**config.mk**
```make
export PLATFORM = sky130hd
export DESIGN_NAME = t_port_capture
export DESIGN_NICKNAME = d
export VERILOG_FILES = /design/src/rtl/t_port_capture.sv
export SDC_FILE = /design/constraint.sdc
export NUM_CORES = 1
export LEC_CHECK = 0
export ABC_AREA = 1
export ABC_CLOCK_PERIOD_IN_PS = 2100
export CORE_AREA = 4 4 109 111
export DETAILED_ROUTE_END_ITERATION = 10
export DIE_AREA = 0 0 113 115
export PLACE_DENSITY_LB_ADDON = 0.12
export SLEW_MARGIN = 15
export SYNTH_ARGS = -nofsm -noshare
export SYNTH_HDL_FRONTEND = slang
export SYNTH_SLANG_ARGS = --single-unit
```
**constraint.sdc**
```tcl
create_clock -name Clock -period 2.1 [get_ports Clock]
set_input_delay 0.315 -clock Clock [delete_from_list [all_inputs] [get_ports Clock]]
set_output_delay 0.315 -clock Clock [all_outputs]
set_load 0.01 [all_outputs]
```
**src/rtl/t_port_capture.sv**
```systemverilog
// Capture FIFO for the CPU T output port: strobed (optionally change-only) samples are
// buffered and drained over a valid/ready interface with a registered fall-through head.
module t_port_capture #(
    parameter int unsigned WIDTH       = 8,
    parameter int unsigned DEPTH       = 8,
    parameter bit          CHANGE_ONLY = 1'b0
) (
    input  logic                   Clock,
    input  logic                   Reset,
    input  logic [WIDTH-1:0]       T_In,
    input  logic                   T_Strobe,
    output logic [WIDTH-1:0]       Out_Data,
    output logic                   Out_Valid,
    input  logic                   Out_Ready,
    output logic [$clog2(DEPTH):0] Count,
    output logic                   Full,
    output logic                   Overflow,
    output logic [7:0]             Drop_Count,
    input  logic                   Clear_Overflow
);

    localparam int unsigned PtrW = $clog2(DEPTH);
    localparam int unsigned CntW = PtrW + 1;

    logic [WIDTH-1:0] mem [DEPTH];

    logic [PtrW-1:0]  wptr_q, wptr_d;
    logic [PtrW-1:0]  rptr_q, rptr_d;
    logic [CntW-1:0]  count_q, count_d;
    logic [WIDTH-1:0] data_q, data_d;
    logic [WIDTH-1:0] last_q;
    logic             have_last_q;
    logic             valid_q;
    logic             full_q;
    logic             overflow_q, overflow_d;
    logic [7:0]       drop_q, drop_d;

    logic push_req;
    logic pop;
    logic wr_en;
    logic drop;

    always_comb begin
        push_req = T_Strobe && (!CHANGE_ONLY || !have_last_q || (T_In != last_q));
        pop      = valid_q && Out_Ready;
        // A pop in the same cycle frees the slot, so a push while full still lands.
        wr_en    = push_req && (!full_q || pop);
        drop     = push_req && full_q && !pop;

        wptr_d  = wr_en ? wptr_q + PtrW'(1) : wptr_q;
        rptr_d  = pop   ? rptr_q + PtrW'(1) : rptr_q;
        count_d = count_q;
        if (wr_en && !pop) begin
            count_d = count_q + CntW'(1);
        end else if (pop && !wr_en) begin
            count_d = count_q - CntW'(1);
        end

        // The new head may be the byte written this very cycle, which is not in mem yet.
        data_d = data_q;
        if (count_d != '0) begin
            data_d = (wr_en && (wptr_q == rptr_d)) ? T_In : mem[rptr_d];
        end

        overflow_d = overflow_q;
        drop_d     = drop_q;
        if (drop) begin
            overflow_d = 1'b1;
            if (Clear_Overflow) begin
                drop_d = 8'd1;
            end else if (drop_q != 8'hFF) begin
                drop_d = drop_q + 8'd1;
            end
        end else if (Clear_Overflow) begin
            overflow_d = 1'b0;
            drop_d     = 8'd0;
        end
    end

    always_ff @(posedge Clock) begin
        if (!Reset && wr_en) begin
            mem[wptr_q] <= T_In;
        end
    end

    always_ff @(posedge Clock) begin
        if (Reset) begin
            wptr_q      <= '0;
            rptr_q      <= '0;
            count_q     <= '0;
            data_q      <= '0;
            last_q      <= '0;
            have_last_q <= 1'b0;
            valid_q     <= 1'b0;
            full_q      <= 1'b0;
            overflow_q  <= 1'b0;
            drop_q      <= 8'd0;
        end else begin
            wptr_q     <= wptr_d;
            rptr_q     <= rptr_d;
            count_q    <= count_d;
            data_q     <= data_d;
            valid_q    <= (count_d != '0);
            full_q     <= (count_d == CntW'(DEPTH));
            overflow_q <= overflow_d;
            drop_q     <= drop_d;
            if (wr_en) begin
                last_q      <= T_In;
                have_last_q <= 1'b1;
            end
        end
    end

    assign Out_Data   = data_q;
    assign Out_Valid  = valid_q;
    assign Count      = count_q;
    assign Full       = full_q;
    assign Overflow   = overflow_q;
    assign Drop_Count = drop_q;

endmodule

```
### Word level (Yosys, flattened, before mapping)

Memory sizes are Yosys's and may differ from the RTL's. A register that Yosys moved wholly into a read port is not among the register bits.
Index checks and enable logic that the tools add are counted.

* register bits: 21
* memory bits (writable): 64
* bits of input ports: 13
* output and inout bits: 23
* logic and storage cells: 42
* memories: 1

Memory list
* mem: depth 8, bits a word 8, read ports 1, clocked after Yosys merged registers in 1, write ports 1, line 25 `logic [WIDTH-1:0] mem [DEPTH];`

* add/subtract/negate cells: 5
* eq/ne operators: 2
* multiplexer cells: 11
* reduce and logical (&&, ||, !) cells: 16

Operators by type and width (count)
* $mux W8: 4
* $add A8 B1 Y8 const B: 1
* $mux W4: 2
* $ne A8 B8 Y1 const B: 1
* $logic_and A1 B1 Y1: 7
* $add A3 B1 Y3 const B: 2
* $add A4 B1 Y4 const B: 1
* $eq A4 B4 Y1 const B: 1
* $logic_not A1 Y1: 4
* $mux W1: 4
* $reduce_bool A2 Y1: 2
* $reduce_bool A4 Y1: 1
* $sub A4 B1 Y4 const B: 1
* $mux W3: 1
* $reduce_and A2 Y1: 1
* $logic_or A1 B1 Y1: 1

### Longest topological paths before layout

* word-level depth: 8
* depth in mapped cells: 13
* gate-level depth less buffers: 13

### Least setup slack after synthesis

OpenSTA, ideal clock, no wires.

* path type: reg-to-reg
* start point: register valid_q, in the netlist Out_Valid
* end point: memory mem[6][0], enable pin
* library setup time: 370 ps
* arrival: 1419 ps
* data required time: 1730 ps
* setup slack: 310 ps
* stages on the path, launching flop included: 7
* buffers on the path: 0
* clock period less this slack: 1790 ps
* cells stage by stage: dfxtp_1 > nand2_4 > nand2_2 > nand2_1 > inv_1 > nand3_1 > nor2_1

* word-level cells in the longest chain between the ends: 6

RTL lines
* start, declared: line 33 `logic valid_q;`
* start signal, assigned: line 103 `valid_q <= (count_d != '0);`
* $logic_and A1 B1 Y1: line 45 `pop = valid_q && Out_Ready;`
* $logic_or A1 B1 Y1: line 47 `wr_en = push_req && (!full_q || pop);`
* $logic_and A1 B1 Y1: line 47
* $logic_and A1 B1 Y1: line 81 `if (!Reset && wr_en) begin`
* $mux W1: line 81
* $mux W1 (implied by the code): line 82 `mem[wptr_q] <= T_In;`
* end, declared: line 25

Every way passes these cells.

### Worst setup path in the final report

* start point: input Out_Ready
* end point: memory mem[6][5], enable pin

* word-level cells in the longest chain between the ends: 6

RTL lines
* start, declared: line 14 `input logic Out_Ready,`
* $logic_and A1 B1 Y1: line 45
* $logic_or A1 B1 Y1: line 47
* $logic_and A1 B1 Y1: line 47
* $logic_and A1 B1 Y1: line 81
* $mux W1: line 81
* $mux W1 (implied by the code): line 82

Every way passes these cells.

==> results.cfg <==
[detailed_routing]
drc = 0
via_count = 3341
drtIter0Drc = 247
viasPerCell = 4.787
routedWlPerCell_um = 13.86
firstDrtPassIters = 4
wl_mm = 9.673
drtAntennaViolNets = 0

[power]
p_leak_nw = 2.284
power_density_nw_per_um2 = 769.6
irDropWorstVdd_v = 0.0003559

[floorplanning]
fp.dieH_um = 115
ios = 36
rows = 38
start_util_pct = 39.88
die_area_um2 = 13000
core_um2 = 10790
die_w_um = 113

[final_layout]
fin_cells = 698
diodes = 0
area.growth.synth_to_final_pct = 22.35
regArea_um2 = 2502
drive_gt1_share_pct = 12.54
n_fill_cell = 1076
nNetsFinal = 571
multi_input_area_um2 = 1516

[worst_setup_path]
crit_slowest_cell = clkdlybuf4s50_1
crit_chain = clkdlybuf4s50_1 > nand2_4 > nand2_2 > nand2_1 > inv_1 > nand3_1 > nor2_1 > buf_4
startpoint_type = input pin
arrival_ps = 1920
crit_fanout = 7
required_ps = 2180
endpoint_kind = flip-flop
critical-path-max-stage-delay_ps = 620
worstSetupPathType = input pin to flip-flop

[sta]
drv_slew = 0
clock_skew_ps = 5.724
finalHoldViolCount = 0
fmaxAchievable_ghz = 0.5442
rsz0062_at_grt = no
period_minus_slack_ps = 1838
slew_headroom_pct = 74.20
finalCritPeriodShare_pct = 87.50
tightest_slew_ps = 385.8
worst_hold_slack_ps = 456.4
finalSetupViolCount = 0

[global_routing]
grt_start_max_net_pins = 30
grt_pass1_wl_mm = 15.80
antenna_found_initial = 0
grt_use_total_pct = 15.57
grt_pass1_vias = 3124
overflow = 0

[clock_network]
cts_resized = 0
cts_root_buf = clkbuf_8
cts_made_buffers = 9
path_clk_slew_ps = 80
clkSinkCount = 93
tritoncts = done
htree_levels = 3
cts_buffer_depth = 2
post-cts-setup-buffer-count = 0
clk_latency_ps = 360
ctsHoldBuffers = 0

[synthesis]
yosysTopAreaCell = edfxtp_1
yosysWarnings = 0
syn_area_per_cell_um2 = 8.948
synth.net_count = 499
yosysSeqAreaShare_pct = 58.14
syn_inst = 481
ys_ff_latch = 93
synth_top_area_share_pct = 44.65
synth.distinct_cells = 32
syn-cell-area_um2 = 4304
synthTopCellsByArea = edfxtp_1, nand2_1, dfxtp_1, nand3_1, inv_1

[hold_path]
min_path_type = flip-flop to flip-flop

[outcome]
outcome = completed

[flow_run]
drv_cap = 0

[placed_design]
hpwl_mm = 6.880
place_congestion = 0.8329
port-buffer-count = 35
placed_cells = 682
-- sequential cells by signal, indices dropped and copies added (netlist names) --
name and count:
mem 64, Out_Valid 1, Count 4, Out_Data 8, Overflow 1, rptr_q 3
wptr_q 3, Full 1, Drop_Count 8
-- routing by layer --
metal | GRT usage (%) | share of wire (%) | up-vias
met5 | 0 | 0 | -
met4 | 6.330 | 1.7 | 0
met3 | 2.368 | 5.2 | 11
met2 | 25.00 | 45 | 88
met1 | 21.26 | 48 | 1529
li1 | - | - | 1713
-- cell usage in the layout (no fill, tap or decap), drive strengths merged, types with 5 or more instances in the layout --
cell and count:
o21ai 5, ha 5, a21oi 14, nand3b 5, nand3 63, edfxtp 64, nand2 172, nor2 44
clkinv 8, clkdlybuf4s50 35, buf 38, clkbuf 9, inv 50, dfxtp 29
-- path summary, 6_finish.rpt --
check	start	end	slack, ps	cells past startpoint
worst max register to register	Out_Valid$_SDFF_PP0_	mem[6][5]$_DFFE_PP_	310	7
worst min-delay path	Out_Data[4]$_SDFFE_PP0P_	Out_Data[4]$_SDFFE_PP0P_	460	2
worst max-delay path	Out_Ready	mem[6][5]$_DFFE_PP_	260	8
worst min register to register	Out_Data[4]$_SDFFE_PP0P_	Out_Data[4]$_SDFFE_PP0P_	460	2
-- cells in the mapped netlist, drive strengths merged --
library cell,number
nor2,44
nor3,3
nand3,63
dfxtp,29
buf,9
o21bai,1
nor4,1
ha,5
clkbuf,3
nand3b,5
nand4,4
nand2,172
and2,1
inv,50
edfxtp,64
a31oi,2
xor2,2
o21ai,5
o211a,1
a21oi,14
and2b,1
clkinv,2
-- report_power, final --
| group | total (W) | internal, W | switching [W] |
|---|---|---|---|
| Sequential | 0.00208 | 0.00203 | 0.0000517 |
| Clock | 0.00116 | 0.000544 | 0.000617 |
| Combinational | 0.000815 | 0.000352 | 0.000463 |
| Total | 0.00405 | 0.00292 | 0.00113 |
-- final cells by class --
cell class                 count  area share (%)
clock buffer                   9           2.352
tap                          140           3.326
timing repair buffer          73           13.02
clock inverter                 7           1.259
multi-input combinational    324           28.80
inverter                      52           3.730
sequential                    93           47.52
-- through the flow --
| stage | worst slack [ps] | TNS [ps] | power, W | area, um2 | util [%] |
|---|---|---|---|---|---|
| floorplan | 310.4 | 0 | 0.002602 | 4304 | - |
| global placement | -66.66 | -1973 | 0.002934 | 5076 | 47.03 |
| detailed placement | -109.1 | -4601 | 0.002940 | 5076 | 47.03 |
| CTS | 276.9 | 0 | 0.004101 | 5266 | 48.79 |
| global route | 63.28 | 0 | 0.004278 | 5266 | 48.79 |
| finish | 262.5 | 0 | 0.004053 | 5266 | 48.79 |
-- worst max-delay path: cells and delay by family --
family,cells,cell delay [ps]
buf+inv,3,900
simple gates,5,710
-- cells by family after synthesis --
family	Yosys count	share of synthesized area, %
compound gates	23	2.994
flops	93	58.14
fa+ha+maj	5	1.453
simple gates	294	30.38
buf+inv	64	6.628
xor+xnor	2	0.4071
Power figures use the tool's default switching activity.
